<file path="config.mk">
export PLATFORM = sky130hd
export DESIGN_NAME = cmul_share_arbiter_flat
export DESIGN_NICKNAME = d
export VERILOG_FILES = /design/src/rtl/cmul_share_arbiter_if.sv /design/src/rtl/cmul_share_arbiter.sv /design/src/flat_wrapper.sv
export SDC_FILE = /design/constraint.sdc
export NUM_CORES = 1
export LEC_CHECK = 0
export BUFFER_PORTS_ARGS = -buffer_cell sky130_fd_sc_hd__buf_2
export CELL_PAD_IN_SITES_DETAIL_PLACEMENT = 0
export CELL_PAD_IN_SITES_GLOBAL_PLACEMENT = 2
export CORE_AREA = 3 3 208 210
export CTS_CLUSTER_SIZE = 12
export DETAILED_ROUTE_END_ITERATION = 10
export DIE_AREA = 0 0 211 213
export GPL_TIMING_DRIVEN = 0
export HOLD_SLACK_MARGIN = 0.02
export PLACE_DENSITY = 0.55
export SLEW_MARGIN = 20
export SYNTH_ARGS = -nofsm -noshare
export SYNTH_HDL_FRONTEND = slang
export SYNTH_SLANG_ARGS = --single-unit
export TNS_END_PERCENT = 1
</file>
<file path="constraint.sdc">
create_clock -name clk -period 2.8 [get_ports clk]
set_input_delay 0.28 -clock clk [delete_from_list [all_inputs] [get_ports clk]]
set_output_delay 0.28 -clock clk [all_outputs]
set_load 0.1 [all_outputs]
</file>
<file path="src/rtl/cmul_share_arbiter_if.sv">
// cmul_share_arbiter_if: requester, multiplier and response bundle
// slave = arbiter side, master = requesters/multiplier/sink side
interface cmul_share_arbiter_if #(
  parameter int NUM_REQ    = 4,
  parameter int DATA_WIDTH = 21,
  parameter int TWID_WIDTH = 16,
  parameter int ID_W       = $clog2(NUM_REQ),
  parameter int PW         = DATA_WIDTH + TWID_WIDTH + 1
);
  logic                          flush;
  logic [NUM_REQ-1:0]            req_valid;
  logic [NUM_REQ-1:0]            req_lock;
  logic [NUM_REQ-1:0]            req_ready;
  logic [NUM_REQ*DATA_WIDTH-1:0] req_a_r;
  logic [NUM_REQ*DATA_WIDTH-1:0] req_a_i;
  logic [NUM_REQ*TWID_WIDTH-1:0] req_b_r;
  logic [NUM_REQ*TWID_WIDTH-1:0] req_b_i;
  logic [DATA_WIDTH-1:0]         mul_a_r;
  logic [DATA_WIDTH-1:0]         mul_a_i;
  logic [TWID_WIDTH-1:0]         mul_b_r;
  logic [TWID_WIDTH-1:0]         mul_b_i;
  logic [PW-1:0]                 mul_c_r;
  logic [PW-1:0]                 mul_c_i;
  logic                          resp_valid;
  logic [ID_W-1:0]               resp_id;
  logic [PW-1:0]                 resp_c_r;
  logic [PW-1:0]                 resp_c_i;

  modport slave (
    input  flush, req_valid, req_lock,
    input  req_a_r, req_a_i, req_b_r, req_b_i,
    input  mul_c_r, mul_c_i,
    output req_ready,
    output mul_a_r, mul_a_i, mul_b_r, mul_b_i,
    output resp_valid, resp_id, resp_c_r, resp_c_i
  );

  modport master (
    output flush, req_valid, req_lock,
    output req_a_r, req_a_i, req_b_r, req_b_i,
    output mul_c_r, mul_c_i,
    input  req_ready,
    input  mul_a_r, mul_a_i, mul_b_r, mul_b_i,
    input  resp_valid, resp_id, resp_c_r, resp_c_i
  );
endinterface

</file>
<file path="src/rtl/cmul_share_arbiter.sv">
// cmul_share_arbiter: round-robin share of one pipelined complex multiplier
// Optional burst lock enabled by defining CMUL_ARB_LOCK_EN
module cmul_share_arbiter #(
  parameter int NUM_REQ     = 4,
  parameter int DATA_WIDTH  = 21,
  parameter int TWID_WIDTH  = 16,
  parameter int MUL_LATENCY = 2
) (
  input logic                 clk,
  input logic                 rst_n,
  cmul_share_arbiter_if.slave bus
);
  localparam int ID_W = $clog2(NUM_REQ);
  localparam int TD   = MUL_LATENCY + 1;

  logic [ID_W-1:0]       r_ptr;
  logic [DATA_WIDTH-1:0] r_a_r;
  logic [DATA_WIDTH-1:0] r_a_i;
  logic [TWID_WIDTH-1:0] r_b_r;
  logic [TWID_WIDTH-1:0] r_b_i;
  logic [TD-1:0]         r_tv;
  logic [ID_W-1:0]       r_tid [TD];

  logic               w_hit;
  logic [ID_W-1:0]    w_id;
  logic [ID_W:0]      w_idx;
  logic [ID_W-1:0]    w_next;
  logic [ID_W-1:0]    w_ptr_d;
  logic [NUM_REQ-1:0] w_ready;

`ifdef CMUL_ARB_LOCK_EN
  typedef enum logic {ARB, LOCKED} state_t;
  state_t          r_state;
  logic [ID_W-1:0] r_owner;
  logic [ID_W-1:0] w_own_next;

  assign w_own_next = (r_owner == ID_W'(NUM_REQ - 1)) ?
                      '0 : r_owner + 1'b1;
`else
  logic w_unused_lock;
  assign w_unused_lock = ^bus.req_lock;
`endif

  // first valid requester at or after the pointer, wrapping
  always_comb begin
    w_hit = 1'b0;
    w_id  = '0;
    w_idx = '0;
    for (int k = 0; k < NUM_REQ; k++) begin
      w_idx = {1'b0, r_ptr} + (ID_W+1)'(k);
      if (w_idx >= (ID_W+1)'(NUM_REQ))
        w_idx = w_idx - (ID_W+1)'(NUM_REQ);
      if (!w_hit && bus.req_valid[w_idx[ID_W-1:0]]) begin
        w_hit = 1'b1;
        w_id  = w_idx[ID_W-1:0];
      end
    end
`ifdef CMUL_ARB_LOCK_EN
    if (r_state == LOCKED) begin
      w_hit = bus.req_valid[r_owner];
      w_id  = r_owner;
    end
`endif
    w_ready = '0;
    if (w_hit && rst_n)
      w_ready[w_id] = 1'b1;
  end

  assign w_next = (w_id == ID_W'(NUM_REQ - 1)) ? '0 : w_id + 1'b1;

  // next pointer: past the winner, or past the owner on a lock release
  always_comb begin
    w_ptr_d = r_ptr;
    if (w_hit)
      w_ptr_d = w_next;
`ifdef CMUL_ARB_LOCK_EN
    if (r_state == LOCKED && bus.flush)
      w_ptr_d = w_own_next;
`endif
  end

  // register winning operands onto the multiplier, zero when idle
  always_ff @(posedge clk or negedge rst_n) begin
    if (!rst_n) begin
      r_a_r <= '0;
      r_a_i <= '0;
      r_b_r <= '0;
      r_b_i <= '0;
      r_ptr <= '0;
    end else begin
      r_ptr <= w_ptr_d;
      if (w_hit) begin
        r_a_r <= bus.req_a_r[w_id*DATA_WIDTH +: DATA_WIDTH];
        r_a_i <= bus.req_a_i[w_id*DATA_WIDTH +: DATA_WIDTH];
        r_b_r <= bus.req_b_r[w_id*TWID_WIDTH +: TWID_WIDTH];
        r_b_i <= bus.req_b_i[w_id*TWID_WIDTH +: TWID_WIDTH];
      end else begin
        r_a_r <= '0;
        r_a_i <= '0;
        r_b_r <= '0;
        r_b_i <= '0;
      end
    end
  end

`ifdef CMUL_ARB_LOCK_EN
  // lock FSM: a locking transfer pins the grant to its owner
  always_ff @(posedge clk or negedge rst_n) begin
    if (!rst_n) begin
      r_state <= ARB;
      r_owner <= '0;
    end else if (bus.flush) begin
      r_state <= ARB;
    end else if (w_hit) begin
      r_state <= bus.req_lock[w_id] ? LOCKED : ARB;
      r_owner <= w_id;
    end
  end
`endif

  // tag pipe: new tag always enters, older tags die on flush
  always_ff @(posedge clk or negedge rst_n) begin
    if (!rst_n) begin
      r_tv <= '0;
      for (int k = 0; k < TD; k++)
        r_tid[k] <= '0;
    end else begin
      r_tv[0]  <= w_hit;
      r_tid[0] <= w_id;
      for (int k = 1; k < TD; k++) begin
        r_tv[k]  <= r_tv[k-1] & ~bus.flush;
        r_tid[k] <= r_tid[k-1];
      end
    end
  end

  assign bus.req_ready  = w_ready;
  assign bus.mul_a_r    = r_a_r;
  assign bus.mul_a_i    = r_a_i;
  assign bus.mul_b_r    = r_b_r;
  assign bus.mul_b_i    = r_b_i;
  assign bus.resp_valid = r_tv[TD-1] & ~bus.flush;
  assign bus.resp_id    = r_tid[TD-1];
  assign bus.resp_c_r   = bus.mul_c_r;
  assign bus.resp_c_i   = bus.mul_c_i;
endmodule
</file>
<file path="src/flat_wrapper.sv">
// flat-port wrapper written by rule: the top's interface ports become plain ports
module cmul_share_arbiter_flat 
#(
  parameter int NUM_REQ     = 4,
  parameter int DATA_WIDTH  = 21,
  parameter int TWID_WIDTH  = 16,
  parameter int MUL_LATENCY = 2
)
  (clk, rst_n, bus_flush, bus_req_valid, bus_req_lock, bus_req_a_r, bus_req_a_i, bus_req_b_r, bus_req_b_i, bus_mul_c_r, bus_mul_c_i, bus_req_ready, bus_mul_a_r, bus_mul_a_i, bus_mul_b_r, bus_mul_b_i, bus_resp_valid, bus_resp_id, bus_resp_c_r, bus_resp_c_i);
  cmul_share_arbiter_if #(.NUM_REQ(NUM_REQ), .DATA_WIDTH(DATA_WIDTH), .TWID_WIDTH(TWID_WIDTH)) bus_i ();
  input logic clk;
  input logic rst_n;
  input wire logic [$bits(bus_i.flush)-1:0] bus_flush;
  input wire logic [$bits(bus_i.req_valid)-1:0] bus_req_valid;
  input wire logic [$bits(bus_i.req_lock)-1:0] bus_req_lock;
  input wire logic [$bits(bus_i.req_a_r)-1:0] bus_req_a_r;
  input wire logic [$bits(bus_i.req_a_i)-1:0] bus_req_a_i;
  input wire logic [$bits(bus_i.req_b_r)-1:0] bus_req_b_r;
  input wire logic [$bits(bus_i.req_b_i)-1:0] bus_req_b_i;
  input wire logic [$bits(bus_i.mul_c_r)-1:0] bus_mul_c_r;
  input wire logic [$bits(bus_i.mul_c_i)-1:0] bus_mul_c_i;
  output wire logic [$bits(bus_i.req_ready)-1:0] bus_req_ready;
  output wire logic [$bits(bus_i.mul_a_r)-1:0] bus_mul_a_r;
  output wire logic [$bits(bus_i.mul_a_i)-1:0] bus_mul_a_i;
  output wire logic [$bits(bus_i.mul_b_r)-1:0] bus_mul_b_r;
  output wire logic [$bits(bus_i.mul_b_i)-1:0] bus_mul_b_i;
  output wire logic [$bits(bus_i.resp_valid)-1:0] bus_resp_valid;
  output wire logic [$bits(bus_i.resp_id)-1:0] bus_resp_id;
  output wire logic [$bits(bus_i.resp_c_r)-1:0] bus_resp_c_r;
  output wire logic [$bits(bus_i.resp_c_i)-1:0] bus_resp_c_i;
  assign bus_i.flush = bus_flush;
  assign bus_i.req_valid = bus_req_valid;
  assign bus_i.req_lock = bus_req_lock;
  assign bus_i.req_a_r = bus_req_a_r;
  assign bus_i.req_a_i = bus_req_a_i;
  assign bus_i.req_b_r = bus_req_b_r;
  assign bus_i.req_b_i = bus_req_b_i;
  assign bus_i.mul_c_r = bus_mul_c_r;
  assign bus_i.mul_c_i = bus_mul_c_i;
  assign bus_req_ready = bus_i.req_ready;
  assign bus_mul_a_r = bus_i.mul_a_r;
  assign bus_mul_a_i = bus_i.mul_a_i;
  assign bus_mul_b_r = bus_i.mul_b_r;
  assign bus_mul_b_i = bus_i.mul_b_i;
  assign bus_resp_valid = bus_i.resp_valid;
  assign bus_resp_id = bus_i.resp_id;
  assign bus_resp_c_r = bus_i.resp_c_r;
  assign bus_resp_c_i = bus_i.resp_c_i;
  cmul_share_arbiter #(.NUM_REQ(NUM_REQ), .DATA_WIDTH(DATA_WIDTH), .TWID_WIDTH(TWID_WIDTH), .MUL_LATENCY(MUL_LATENCY)) u_core (.clk(clk), .rst_n(rst_n), .bus(bus_i));
endmodule
</file>
==> results.sh, run 1 <==
export IMPL_status="finished, final reports clean"
export IMPL_setup_viol=0
export IMPL_rows=75
export IMPL_dp_cells=1447
export IMPL_timing_setup_tns_ns=0
export IMPL_clk_pin_slew_ns=0.08
export IMPL_worstPathArrival_ns=2.33
export IMPL_first_pass_iters=4
export IMPL_p_total_w=0.0116
export IMPL_synth_cell_types=21
export IMPL_final_cells=1464
export IMPL_syn_area_per_cell_um2=11.5
export IMPL_place_port_buffers=459
export IMPL_finalHoldViolCount=0
export IMPL_period_share=0.933
export IMPL_fmax_ghz=0.383
export IMPL_cp_end_kind="output port"
export IMPL_multi_input_area_um2=2160
export IMPL_yosys_register_bits=85
export IMPL_initialDrtViolationCount=167
export IMPL_grt_ovfl_total=0
export IMPL_cts_tree="yes"
export IMPL_die_area_um2=44900
export IMPL_holdWs_ns=0.0844
export IMPL_antenna_found_initial=0
export IMPL_ctsLongestPathBuffers=2
export IMPL_htreeDepth=3
export IMPL_ys_warn_count=0
export IMPL_finClkSkew_ns=0.0138
export IMPL_place_worst_setup_slack_ns=-0.0137
export IMPL_antenna_cells=0
export IMPL_slew_viol_final=0
export IMPL_seq_area_um2=2130
export IMPL_yosys_top_cells_area="dfrtp_1 (41%), mux2i_1 (29%), buf_4 (11%)"
export IMPL_syn_area_um2=5170
export IMPL_area_growth_pct=64.8
export IMPL_drive_above_1_share=0.624
export IMPL_grt_max_degree=49
export IMPL_drc=0
export IMPL_routed_wl_mm=25.6
export IMPL_wl_met1_mm=9.66
export IMPL_vias=5227
export IMPL_grt_pass1_vias=5417
export IMPL_wl_per_cell_um=17.5
export IMPL_pin_count=540
export IMPL_gp_congestion=0.715
export IMPL_cp_required_ns=2.52
export IMPL_syn_instance_count=448
export IMPL_die_h_um=213
export IMPL_n_fill_cell=4688
export IMPL_clk_root_buffer_cell="clkbuf_16"
export IMPL_clkLatencyLatePin_ns=0.37
export IMPL_layout_common_cells="buf_2 (460), mux2i_1 (148), dfrtp_1 (84)"
export IMPL_grt_pass1_wl_mm=35.1
export IMPL_antenna_left=0
export IMPL_layout_commonest_cell="buf_2"
export IMPL_relSlewSlack=0.611
export IMPL_min_period_ns=2.61
export IMPL_wl_met3_mm=2.32
export IMPL_initial_utilization=0.124
export IMPL_critPathLaunchType="flip-flop"
export IMPL_die_width_um=211
export IMPL_vias_per_cell=3.57
export IMPL_synth_nets=835
export IMPL_place_hpwl_mm=21.2
export IMPL_clock_sinks=85
export IMPL_grt_setup_unrepaired="no"
export IMPL_nets=1307
export IMPL_track_usage=0.107
export IMPL_core_region_area_um2=41800
export IMPL_leakagePower_nw=4.59
export IMPL_hp_class="input port to flip-flop"
export IMPL_layout_setup_ws_ns=0.189
export IMPL_synth_top_area_frac=0.411
export IMPL_synth_area_leader_cell="dfrtp_1"
export IMPL_critPathKind="flip-flop to output port"
export IMPL_critPathMaxFanout=12
export IMPL_ir_worst_vdd_uv=520
export IMPL_routed_top_layer="met4"
export IMPL_seq_area_frac_synth=0.411
export IMPL_tightest_slew_ns=0.584
export IMPL_power_density_nw_per_um2=1360
export IMPL_numCtsBuffers=9
export IMPL_wl_met2_mm=13.4
export IMPL_maxCapViolCount=0
==> layer usage <==
metal | vias up | GRT usage
li1 | 2507 | -
met1 | 2407 | 0.117
met2 | 297 | 0.197
met3 | 16 | 0.0388
met4 | 0 | 0.0268
met5 | - | 0
==> sequential cells by signal (all words and copies together) (netlist names) <==
register,cells
u_core.r_ptr,2
u_core.r_tid,4
u_core.bus.mul_b_i,16
u_core.bus.mul_a_r,21
u_core.bus.mul_b_r,16
u_core.bus.resp_id,2
u_core.r_tv,3
u_core.bus.mul_a_i,21
==> worst max-delay path, stage by stage, from the launching register on <==
cell,delay [ns]
dfrtp_2,0.44
a21boi_1,0.08
o32a_1,0.30
buf_6,0.15
buf_12,0.16
buf_12,0.17
ha_1,0.19
and3_1,0.16
clkbuf_4,0.27
==> stage by stage <==
stage,cell area [um^2],utilization
global route,8530,0.204
detailed placement,8180,0.196
finish,8530,0.204
floorplan,5170,-
global placement,8150,0.195
CTS,8500,0.204
==> final cells by class <==
class	count	area share
plain buffers	111	0.105
clock buffers	9	0.0264
clock inverters	7	0.00924
inverters	2	0.000880
multi-input cells	250	0.253
flip-flops and latches	85	0.250
well taps	539	0.0791
repair buffers	461	0.277
==> synthesized netlist by cell type, drive strengths merged <==
cell and n:
o21ai 1, ha 4, o211ai 1, nand2 3, and3 4, mux2i 148
nor2b 7, nor2 4, buf 96, mux2 1, a21boi 1, dfrtp 85
o221ai 1, o22ai 74, inv 2, o32a 1, clkbuf 15
==> cell families (layout without fill, tap and decap cells) <==
group / Yosys count / after routing / synth area share
mux: 149 / 149 / 0.289
simple gates: 18 / 18 / 0.0184
flops: 85 / 85 / 0.411
compound gates: 79 / 79 / 0.0982
fa+ha+maj: 4 / 4 / 0.00967
buf+inv: 113 / 590 / 0.174
==> what timing repair did <==
action | in CTS | in global routing
hold endpoints to repair | 43 | 0
setup endpoints to repair | 4 | 44
setup buffers | 0 | 0
hold buffers | 1 | 0
gates resized for setup | 5 | 8
==> power breakdown <==
group / total (W) / switching [W] / leakage (nW) / internal, W
Sequential: 0.00199 / 0.000177 / 1.02 / 0.00181
Combinational: 0.00831 / 0.00653 / 3.43 / 0.00178
Clock: 0.00131 / 0.000610 / 0.139 / 0.000702
==> worst paths after layout <==
check,cells past startpoint,slack [ns],startpoint,end
setup / recovery,8,0.19,u_core.r_ptr[1]$_DFFE_PN0P_,bus_req_ready[2]
hold / removal,2,0.08,bus_flush,u_core.r_tv[2]$_DFF_PN0_
setup reg to reg,6,0.55,u_core.r_ptr[0]$_DFFE_PN0P_,u_core.bus.mul_b_r[1]$_DFF_PN0_
hold reg to reg,0,0.35,u_core.r_tid[2]$_DFF_PN0_,u_core.bus.resp_id[0]$_DFF_PN0_
max in group asynchronous,3,1.75,rst_n,u_core.bus.mul_b_r[0]$_DFF_PN0_
min in group asynchronous,2,0.41,rst_n,u_core.bus.mul_a_r[10]$_DFF_PN0_
(Power assumes the default switching activity.)
==> run 2, diff against run 1 <==
--- a/config.mk
+++ b/config.mk
@@ -15,4 +15,5 @@
 export GPL_TIMING_DRIVEN = 0
 export HOLD_SLACK_MARGIN = 0.02
+export MAX_ROUTING_LAYER = met4
 export PLACE_DENSITY = 0.55
 export SLEW_MARGIN = 20
==> constraint.sdc (replaced) <==
create_clock -name clk -period 2.8 [get_ports clk]
set_input_delay 0.56 -clock clk [delete_from_list [all_inputs] [get_ports clk]]
set_output_delay 0.56 -clock clk [all_outputs]
set_load 0.1 [all_outputs]
==> run 2 against run 1 <==
Net effect: die area unchanged; critical path depth increased by 1; highest routed layer unchanged; count of clock-buffer cells in the layout increased by 1; design area increased by 0.56%; via count decreased by 0.80%; largest power group unchanged; non-clock buffer count unchanged; first-iteration DRC count decreased by 35%; total power increased by 1.1%.
==> results.sh, run 2 (synthesis gave the netlist of run 1 again) <==
export IMPL_status="finished, final reports clean"
export IMPL_fmax_ghz=0.376
export IMPL_place_worst_setup_slack_ns=-0.439
export IMPL_critical_path_top_delay_family="buffers and inverters"
export IMPL_dp_cells=1447
export IMPL_rr_endpoint="u_core.bus.mul_a_r[20]$_DFF_PN0_"
export IMPL_cts_hold_buf=0
export IMPL_rows=75
export IMPL_critPathKind="input port to output port"
export IMPL_hp_class="input port to asynchronous set/reset pin"
export IMPL_wl_per_cell_um=17.8
export IMPL_antenna_left=0
export IMPL_finalHoldViolCount=0
export IMPL_drc=0
export IMPL_cp_num_buf_inv=4
export IMPL_nets=1307
export IMPL_ir_worst_vdd_uv=454
export IMPL_initialDrtViolationCount=109
export IMPL_period_share=0.950
export IMPL_clk_pin_slew_ns=0.07
export IMPL_antenna_cells=0
export IMPL_stdcell_area_um2=8580
export IMPL_maxCapViolCount=0
export IMPL_vias_per_cell=3.54
export IMPL_reg2reg_setup_slack_ns=0.44
export IMPL_layout_setup_ws_ns=0.140
export IMPL_clkLatencyLatePin_ns=0.36
export IMPL_slew_viol_final=0
export IMPL_path_cells="buf_2 -> nor2b_1 -> o21ai_1 -> o221ai_4 -> buf_8 -> inv_1 -> ha_1 -> and3_1 -> buf_6"
export IMPL_ctsLongestPathBuffers=2
export IMPL_finClkSkew_ns=0.00550
export IMPL_track_usage=0.112
export IMPL_slowest_stage="o21ai_1"
export IMPL_routed_wl_mm=26.0
export IMPL_antenna_found_initial=0
export IMPL_layout_common_cells="buf_2 (460), mux2i_1 (148), dfrtp_1 (84)"
export IMPL_reg2reg_from="u_core.r_ptr[1]$_DFFE_PN0P_"
export IMPL_die_area_um2=44900
export IMPL_postPlaceCellArea_um2=8180
export IMPL_grt_ovfl_total=0
export IMPL_leakagePower_nw=4.61
export IMPL_relSlewSlack=0.588
export IMPL_critPathLaunchType="input port"
export IMPL_place_hpwl_mm=21.5
export IMPL_p_total_w=0.0117
export IMPL_vias=5185
export IMPL_power_density_nw_per_um2=1370
export IMPL_min_period_ns=2.66
export IMPL_die_width_um=211
export IMPL_grt_max_degree=50
export IMPL_critPathMaxStageDelay_ns=0.26
export IMPL_grt_pass1_vias=5349
export IMPL_pin_count=540
export IMPL_layout_commonest_cell="buf_2"
export IMPL_r2r_cells=7
export IMPL_core_region_area_um2=41800
export IMPL_numCtsBuffers=9
export IMPL_htreeDepth=3
export IMPL_die_h_um=213
export IMPL_area_growth_pct=65.8
export IMPL_clk_root_buffer_cell="clkbuf_16"
export IMPL_grt_pass1_wl_mm=35.2
export IMPL_first_pass_iters=4
export IMPL_initial_utilization=0.124
export IMPL_setup_viol=0
export IMPL_place_port_buffers=459
export IMPL_cts_tree="yes"
export IMPL_final_cells=1464
export IMPL_grt_setup_unrepaired="no"
export IMPL_clock_sinks=85
export IMPL_cp_end_kind="output port"
export IMPL_gp_congestion=0.751
export IMPL_cp_required_ns=2.24
export IMPL_holdWs_ns=0.110
export IMPL_critPathMaxFanout=11
export IMPL_cp_depth=9
export IMPL_worstPathArrival_ns=2.10
export IMPL_drive_above_1_share=0.629
export IMPL_tightest_slew_ns=0.617
## run 2: changes by cell type in the layout (fill, tap and decap cells not counted), sizes merged, moves of 2 or more
cell	previous run	this run
buf	555	558
clkinv	0	3
clkinvlp	3	0
inv	5	3
## run 2: cell type report
cell class                      instances  area, um^2
Sequential cell                        85        2130
Inverter                                2        7.51
Buffer                                109         866
Multi-Input combinational cell        250        2170
Tap cell                              539         674
Clock buffer                           10         239
Fill cell                            4684       33200
Clock inverter                          6        95.1
Timing Repair Buffer                  463        2400
## run 2: where the power goes
group	internal, W	leakage, nW	switching (W)	total, W
sequential	0.00181	1.02	0.000156	0.00196
clock	0.000815	0.163	0.000580	0.00139
combinational	0.00179	3.43	0.00658	0.00837
total	0.00441	4.61	0.00732	0.0117
## run 2: worst reg2reg max path: cells and delay by family (launching register included)
family	cells	cell delay, ns
compound gates	3	0.45
buf+inv	3	0.90
flops	1	0.45
mux	1	0.41
## run 2: per-stage QoR
step	utilization	setup TNS [ns]
2_1_floorplan	-	-0.417
3_3_place_gp	0.195	-15.56
3_5_place_dp	0.196	-1.68
4_1_cts	0.206	-0.0105
5_1_grt	0.205	0
6_report	0.205	0
## run 2: worst max path at each step
stage | slack (ns) | startpoint | endpoint
floorplan | -0.24 | bus_req_valid[2] | bus_req_ready[1]
global placement | -1.01 | rst_n | bus_req_ready[0]
detailed placement | -0.44 | bus_req_valid[1] | bus_req_ready[3]
CTS | -0.01 | bus_req_valid[2] | bus_req_ready[0]
global route | 0.02 | u_core.r_ptr[0]$_DFFE_PN0P_ | bus_req_ready[3]
finish | 0.14 | bus_req_valid[0] | bus_req_ready[3]
## run 2: repair_timing
item / 4_1_cts / 5_1_grt
pin swaps: 1 / 2
setup buffers: 2 / 1
gates resized for setup: 22 / 1
setup endpoints to repair: 4 / 4
## run 2: layer usage
metal / wire [um] / global-route usage
met5: 0 / -
met4: 375 / 0.0321
met3: 2070 / 0.0323
met2: 14000 / 0.206
met1: 9560 / 0.117
